**src/rtl/mem_wb_stage_pkg.sv**
```systemverilog
// Shared constants, write-back select encodings and the MEM/WB bundle layout
// for the memory / write-back stage of the 8-bit core.
package mem_wb_stage_pkg;

  localparam int unsigned DATA_W    = 8;
  localparam int unsigned ADDR_W    = 8;
  localparam int unsigned DEST_W    = 3;
  localparam int unsigned MEM_DEPTH = 1 << ADDR_W;

  localparam logic WB_SEL_ALU = 1'b0;
  localparam logic WB_SEL_MEM = 1'b1;

  typedef struct packed {
    logic [DATA_W-1:0] memData;
    logic [DATA_W-1:0] aluResult;
    logic [DEST_W-1:0] dest;
    logic              regWrite;
    logic              sel;
  } wbBundle_t;

  localparam int unsigned WB_BUNDLE_W = $bits(wbBundle_t);

  // Memory address from the ALU result: truncate or zero-extend to ADDR_W.
  function automatic logic [ADDR_W-1:0] toAddr(input logic [DATA_W-1:0] value);
    return ADDR_W'(value);
  endfunction

endpackage

```
**src/rtl/mem_wb_stage_data_memory.sv**
```systemverilog
// Data memory: asynchronous read, synchronous write, asynchronous clear of
// every word on active-low reset.
module data_memory
  import mem_wb_stage_pkg::*;
#(
  parameter int unsigned WIDTH = DATA_W,
  parameter int unsigned AW    = ADDR_W,
  parameter int unsigned DEPTH = 1 << AW
) (
  input  logic             clk,
  input  logic             rst,
  input  logic             writeEn,
  input  logic [AW-1:0]    addr,
  input  logic [WIDTH-1:0] writeData,
  output logic [WIDTH-1:0] readData
);

  logic [WIDTH-1:0] mem [DEPTH];

  // Read sees the pre-edge contents, so a same-cycle store is not visible.
  assign readData = mem[addr];

  always_ff @(posedge clk or negedge rst) begin
    if (!rst) begin
      mem <= '{default: '0};
    end else if (writeEn) begin
      mem[addr] <= writeData;
    end
  end

endmodule

```
**src/rtl/mem_wb_stage_register.sv**
```systemverilog
// Generic load-enabled register with asynchronous active-low clear.
module register #(
  parameter int unsigned SIZE = 1
) (
  input  logic            clk,
  input  logic            rst,
  input  logic            load,
  input  logic [SIZE-1:0] d,
  output logic [SIZE-1:0] q
);

  always_ff @(posedge clk or negedge rst) begin
    if (!rst) begin
      q <= '0;
    end else if (load) begin
      q <= d;
    end
  end

endmodule

```
**src/rtl/mem_wb_stage.sv**
```systemverilog
// Memory stage plus MEM/WB pipeline register: data-memory access, MEM-stage
// forward value, and the registered write-back bundle for the register file.
module mem_wb_stage
  import mem_wb_stage_pkg::*;
(
  input  logic              clk,
  input  logic              rst,
  input  logic              stall,
  input  logic [DATA_W-1:0] IaluResult,
  input  logic [DATA_W-1:0] Ir2,
  input  logic [DEST_W-1:0] Idest,
  input  logic              IDMMemWrite,
  input  logic              IregWrite,
  input  logic              IregWriteDataSel,
  output logic [DATA_W-1:0] memFwdData,
  output logic [DEST_W-1:0] memFwdDest,
  output logic              memFwdValid,
  output logic [DATA_W-1:0] wbData,
  output logic [DEST_W-1:0] wbDest,
  output logic              wbRegWrite
);

  logic [ADDR_W-1:0] memAddr;
  logic [DATA_W-1:0] rdData;
  logic              memWriteEn;
  wbBundle_t         wbNext;
  wbBundle_t         wbReg;

  assign memAddr    = toAddr(IaluResult);
  assign memWriteEn = IDMMemWrite && !stall;

  data_memory #(
    .WIDTH (DATA_W),
    .AW    (ADDR_W),
    .DEPTH (MEM_DEPTH)
  ) uDataMemory (
    .clk       (clk),
    .rst       (rst),
    .writeEn   (memWriteEn),
    .addr      (memAddr),
    .writeData (Ir2),
    .readData  (rdData)
  );

  // Forwarding path sees the loaded value in the same cycle.
  assign memFwdData  = (IregWriteDataSel == WB_SEL_MEM) ? rdData : IaluResult;
  assign memFwdDest  = Idest;
  assign memFwdValid = IregWrite;

  always_comb begin
    wbNext           = '0;
    wbNext.memData   = rdData;
    wbNext.aluResult = IaluResult;
    wbNext.dest      = Idest;
    wbNext.regWrite  = IregWrite;
    wbNext.sel       = IregWriteDataSel;
  end

  register #(
    .SIZE (WB_BUNDLE_W)
  ) uMemWbReg (
    .clk  (clk),
    .rst  (rst),
    .load (!stall),
    .d    (wbNext),
    .q    (wbReg)
  );

  // Write-back selection uses only registered fields.
  assign wbData     = (wbReg.sel == WB_SEL_MEM) ? wbReg.memData : wbReg.aluResult;
  assign wbDest     = wbReg.dest;
  assign wbRegWrite = wbReg.regWrite;

endmodule
```
**config.mk**
```make
export PLATFORM = sky130hd
export DESIGN_NAME = mem_wb_stage
export DESIGN_NICKNAME = d
export VERILOG_FILES = /design/src/rtl/mem_wb_stage_pkg.sv /design/src/rtl/mem_wb_stage_data_memory.sv /design/src/rtl/mem_wb_stage_register.sv /design/src/rtl/mem_wb_stage.sv
export SDC_FILE = /design/constraint.sdc
export NUM_CORES = 2
export LEC_CHECK = 0
export ABC_AREA = 1
export BUFFER_PORTS_ARGS = -buffer_cell sky130_fd_sc_hd__buf_2
export CORE_MARGIN = 2
export CORE_UTILIZATION = 30
export CTS_CLUSTER_DIAMETER = 60
export DETAILED_ROUTE_END_ITERATION = 8
export GPL_TIMING_DRIVEN = 0
export PLACE_DENSITY = 0.48
export REMOVE_ABC_BUFFERS = 1
export SKIP_CTS_REPAIR_TIMING = 1
export SKIP_LAST_GASP = 1
export SLEW_MARGIN = 10
export SYNTH_ARGS = -nofsm -noshare
export SYNTH_HDL_FRONTEND = slang
export SYNTH_SLANG_ARGS = --single-unit
```
**constraint.sdc**
```tcl
create_clock -name clk -period 4.55 [get_ports clk]
set_clock_uncertainty 0.2 [all_clocks]
set_input_delay 0.91 -clock clk [delete_from_list [all_inputs] [get_ports clk]]
set_output_delay 0.91 -clock clk [all_outputs]
set_load 0.05 [all_outputs]
```
* Word level (Yosys, flattened, before mapping) *
Cells that the tools add are included.

word-level totals
  RAM bits = 0
  latch bits = 0
  register bits = 2069
  output and inout port bits = 24
  bits in read-only memories = 0
  memories kept = 0
  word-level logic and storage cells = 271
  input port bits = 25

cells by class
  divide/modulo/power cells = 0
  add/sub/neg operators = 0
  bitwise operators = 1
  multiplexer cells = 8
  reductions and logical operators = 3
  equal/unequal tests = 0
  $lt $le $gt $ge = 2
  multipliers = 0
  shifts and indexed selects = 0

operators by type and width
  cell                  number
  $bwmux W2048          1
  $bmux W8 S8           1
  $demux W8 S8          1
  $mux W8               5
  $ge A9 B9 Y1 const B  1
  $lt A9 B1 Y1 const B  1
  $not A8 Y9            1
  $logic_and A1 B1 Y1   2
  $logic_not A1 Y1      1

* Longest topological paths before layout *
  word-level depth = 6
  depth in mapped cells = 18

* Hierarchy *
A second synthesis with hierarchy kept.

unflattened totals
  cell total of the unflattened synthesis = 12731
  area, all modules = 95351.4 um^2

modules (own cells, without submodules)
  module        times used  area each (um^2)  cells each
  data_memory   1           94296.7           12583
  register      1           803.3             89
  mem_wb_stage  1           251.5             59

* Worst setup path after synthesis *
Ideal clock, no wire load.

  kind = in2out
  start point = input port IaluResult[0]
  end point = output port memFwdData[5]
  data required time = 3.440 ns
  setup slack = 0.743 ns
  stages on the path = 18
  path buffers = 3
  arrival = 2.697 ns
  cells stage by stage = buf_2 > inv_2 > buf_2 > clkbuf_1 > nand2_1 > nand2_1 > nand2_1 > nand2_1 > nand2_1 > nand2_1 > o21ai_0 > nand2_1 > nor2_1 > nor2_1 > nor2_1 > nand2_1 > nand2_1 > nand2_1

on the way
  cells in the longest elaborated chain, start to end = 5

RTL lines
  item                                         line                            text
  start, declared                              mem_wb_stage.sv:9               input logic [DATA_W-1:0] IaluResult,
  $not A8 Y9 (implied by the code)             mem_wb_stage_data_memory.sv:21  assign readData = mem[addr];
  $bmux W8 S8                                  mem_wb_stage_data_memory.sv:21
  $mux W8 (implied by the code) (2 in series)  mem_wb_stage_data_memory.sv:21
  $mux W8                                      mem_wb_stage.sv:46              assign memFwdData = (IregWriteDataSel == WB_SEL_MEM) ? rdData : IaluResult;
  end, declared                                mem_wb_stage.sv:15              output logic [DATA_W-1:0] memFwdData,

Every way passes these cells. The select of a mux whose other input is x is not followed.

* Final worst setup path *
  start point = input port IaluResult[1]
  end point = output port memFwdData[1]

on the way
  cells in the longest elaborated chain, start to end = 5

RTL lines
  item                                         line
  $not A8 Y9 (implied by the code)             mem_wb_stage_data_memory.sv:21
  $bmux W8 S8                                  mem_wb_stage_data_memory.sv:21
  $mux W8 (implied by the code) (2 in series)  mem_wb_stage_data_memory.sv:21
  $mux W8 (*)                                  mem_wb_stage.sv:46

Mark *: on every way between the ends. The rest lies on a longest branch, timed or not. The select of a mux whose other input is x is not followed.

==> impl_metrics.tcl <==
set metrics [dict create \
    maxCapViolations 0 \
    rows 207 \
    overflow 0 \
    finalHoldViolCount 0 \
    grt_usage 0.1917 \
    io_pins 49 \
    drc_errors 0 \
    final_common_cell "nand2_1" \
    holdWs_ps 54.92 \
    syn_to_final_growth_pct 17.11 \
    first_global_vias 75730 \
    cp.required_ps 3440 \
    routed_wl_mm 347.4 \
    layout_common_cells "nand2_1 (6979), o21ai_0 (2082), dfrtp_1 (2069), clkbuf_16 (314), nand3_1 (179)" \
    syn_inst 12700 \
    via_count 81060 \
    worst_slack_ps -442.4 \
    ys_types 22 \
    yosysTopAreaCellShare 0.5392 \
    violations "negative setup slack" \
    h-tree-depth 4 \
    avgSynthCellArea_um2 7.563 \
    dp_cells 16160 \
    p_leak_uw 0.05518 \
    die_w_um 569.7 \
    start_util 0.3016 \
    synthTopCellsByArea "dfrtp_1 (54%), nand2_1 (28%), o21ai_0 (11%), clkbuf_1 (2.3%), buf_2 (1.2%)" \
    viasPerCell 4.846 \
    fin_crit_ps 4992 \
    crit_family "buffers and inverters" \
    cp_num_buf_inv 10 \
    crit_chain "buf_16 > buf_16 > buf_16 > clkinv_16 > buf_16 > buf_16 > nor2_4 > clkbuf_16 > clkbuf_16 > clkbuf_16 > nand2_1 > nand3_1 > nand2_1 > nand2_1 > o21ai_1 > nand2_4 > nor2_4 > nor2_4 > nor2_4 > nand2_4 > nand2_2 > nand2_2 > buf_8" \
    clock_latency_ps 920 \
    core_mm2 0.3183 \
    outcome "finished, violations left" \
    synth_top_cell_by_area "dfrtp_1" \
    max-vdd-ir-drop_mv 0.3271 \
    p_comb_frac 0.077 \
    gp_congestion 0.7449 \
    die-area_mm2 0.3246 \
    grt_setup_unrepaired "true" \
    p_sw_uw 10840 \
    power.internal_uw 31650 \
    worstSetupPathType "in -> out" \
    place_hpwl_mm 183.7 \
    finalPower_uw 42480 \
    switching_share 0.2551 \
    cts_made_buffers 246 \
    cp_max_fo 7 \
    drive_gt1_frac 0.08218 \
    wl_per_cell_um 20.77 \
    cp_slowest_stage_delay_ps 350 \
    startpoint_type "input pin" \
    yosysSeqAreaShare 0.5392 \
    drv_slew 0 \
    period_share 1.097 \
    cts-root-buf "clkbuf_16" \
    seq_power_share 0.451 \
    setup-tns-final_ps -2950 \
    cp_slowest_cell "o21ai_1" \
    grt_max_degree 141 \
    mappedNetlistArea_mm2 0.09602 \
    arrival_ps 3880 \
    worstSetupEndpointType "output port" \
    die_h_um 569.7 \
    ys_warn_count 0 \
    cts_tree "yes" \
    drt_iter0_markers 7737 \
    powerDensity_mw_per_mm2 377.8 \
    finalNonFillerCells 16730 \
    antenna_found_initial 8 \
    clk_pin_slew_ps 50 \
    finalSetupViolCount 8 \
    worstMarginPinSlew_ps 1186 \
    ant_nets 0 \
    synth-seq-cells 2069 \
    timing.slew.headroom 0.2085 \
    port_buffers 48 \
    clkPwrFrac 0.472 \
    dr.pass1.iters 6 \
    cts_sinks 2069 \
    nets 12390 \
    grt_pass1_wl_mm 484.3 \
    hold_class "in -> reg" \
    critical_path.most_common_cell "buf_16" \
    timing.fmax_mhz 200.3 \
    cts_buffer_depth 4 \
]
## path summary, 6_finish.rpt
| check | start | endpoint | slack, ps | depth (start not counted) |
|---|---|---|---|---|
| worst max-delay path | IaluResult[1] | memFwdData[1] | -440 | 23 |
| worst min-delay path | IregWrite | uMemWbReg.q[1] | 50 | 3 |
| max in group asynchronous | rst | uDataMemory.mem[1811] | 620 | 7 |
| min in group asynchronous | rst | uDataMemory.mem[599] | 520 | 3 |
| worst min register to register | uMemWbReg.q[2] | uMemWbReg.q[2] | 280 | 2 |
| worst max register to register | uDataMemory.mem[73] | uMemWbReg.q[14] | 2120 | 14 |
## cell type report
type                       instances  area, um2
timing repair inverter             8      90.09
clock inverter                    67      795.8
fill                           33700     205900
sequential                      2069      51770
inverter                          24      236.5
antenna                            3      7.507
tap                             4180       5230
multi-input combinational       9688      41140
timing repair buffer             324       5842
clock buffer                     365       7328
## power by group through the flow
stage          Clock, uW  Sequential (uW)  Combinational, uW
2_1_floorplan          0            19400               1150
3_3_place_gp           0            19600               2590
3_5_place_dp           0            19500               2840
4_1_cts            20500            19200               2850
5_1_grt            21200            19200               3560
6_report           20100            19200               3260
## worst min-delay path, cell delays in order
cell and delay (ps):
buf_2 80, nand2_1 40, nand2_1 40
## sequential cells by signal, indices dropped and copies added, names as in the netlist
register	flops
uDataMemory.mem	2048
uMemWbReg.q	21
## routing by layer
layer	track usage	share of wire	up-vias
met2	0.3143	0.47	1807
li1	-	-	39440
met1	0.2682	0.46	39390
met5	0	0	-
met4	0.04812	0.025	0
met3	0.02263	0.045	424
## synthesized netlist by cell type
library cell  number
nand2_1         7059
o21ai_0         2163
dfrtp_1         2069
clkbuf_1         578
buf_2            229
nand3_1          184
nor2_1           100
o21ai_1           54
nand2_4           50
buf_1             48
buf_6             35
a21oi_1           32
buf_4             25
nand2_2           17
inv_1             16
mux2_2             8
inv_2              7
nor2_2             7
nor2_4             7
nor4_4             6
clkinv_1           1
nor3_4             1
## cell families (layout without fill, tap and decap cells)
kind of cell	Yosys count	after routing	share of synthesized area
compound gates	2249	2249	0.1172
buf+inv	939	788	0.04341
flops	2069	2069	0.5392
mux	8	8	0.0009383
other cells	0	3	0
simple gates	7431	7431	0.2992
## metrics by stage
| stage | cell area, um2 | worst slack, ps | utilization |
|---|---|---|---|
| finish | 112400 | -442.4 | 0.3533 |
| global route | 112400 | -492.1 | 0.3532 |
| CTS | 109000 | -3227 | 0.3425 |
| detailed placement | 100900 | -3232 | 0.3170 |
| global placement | 97410 | -78020 | 0.3060 |
| floorplan | 91940 | -11080 | - |
Power figures use the tool's default switching activity.
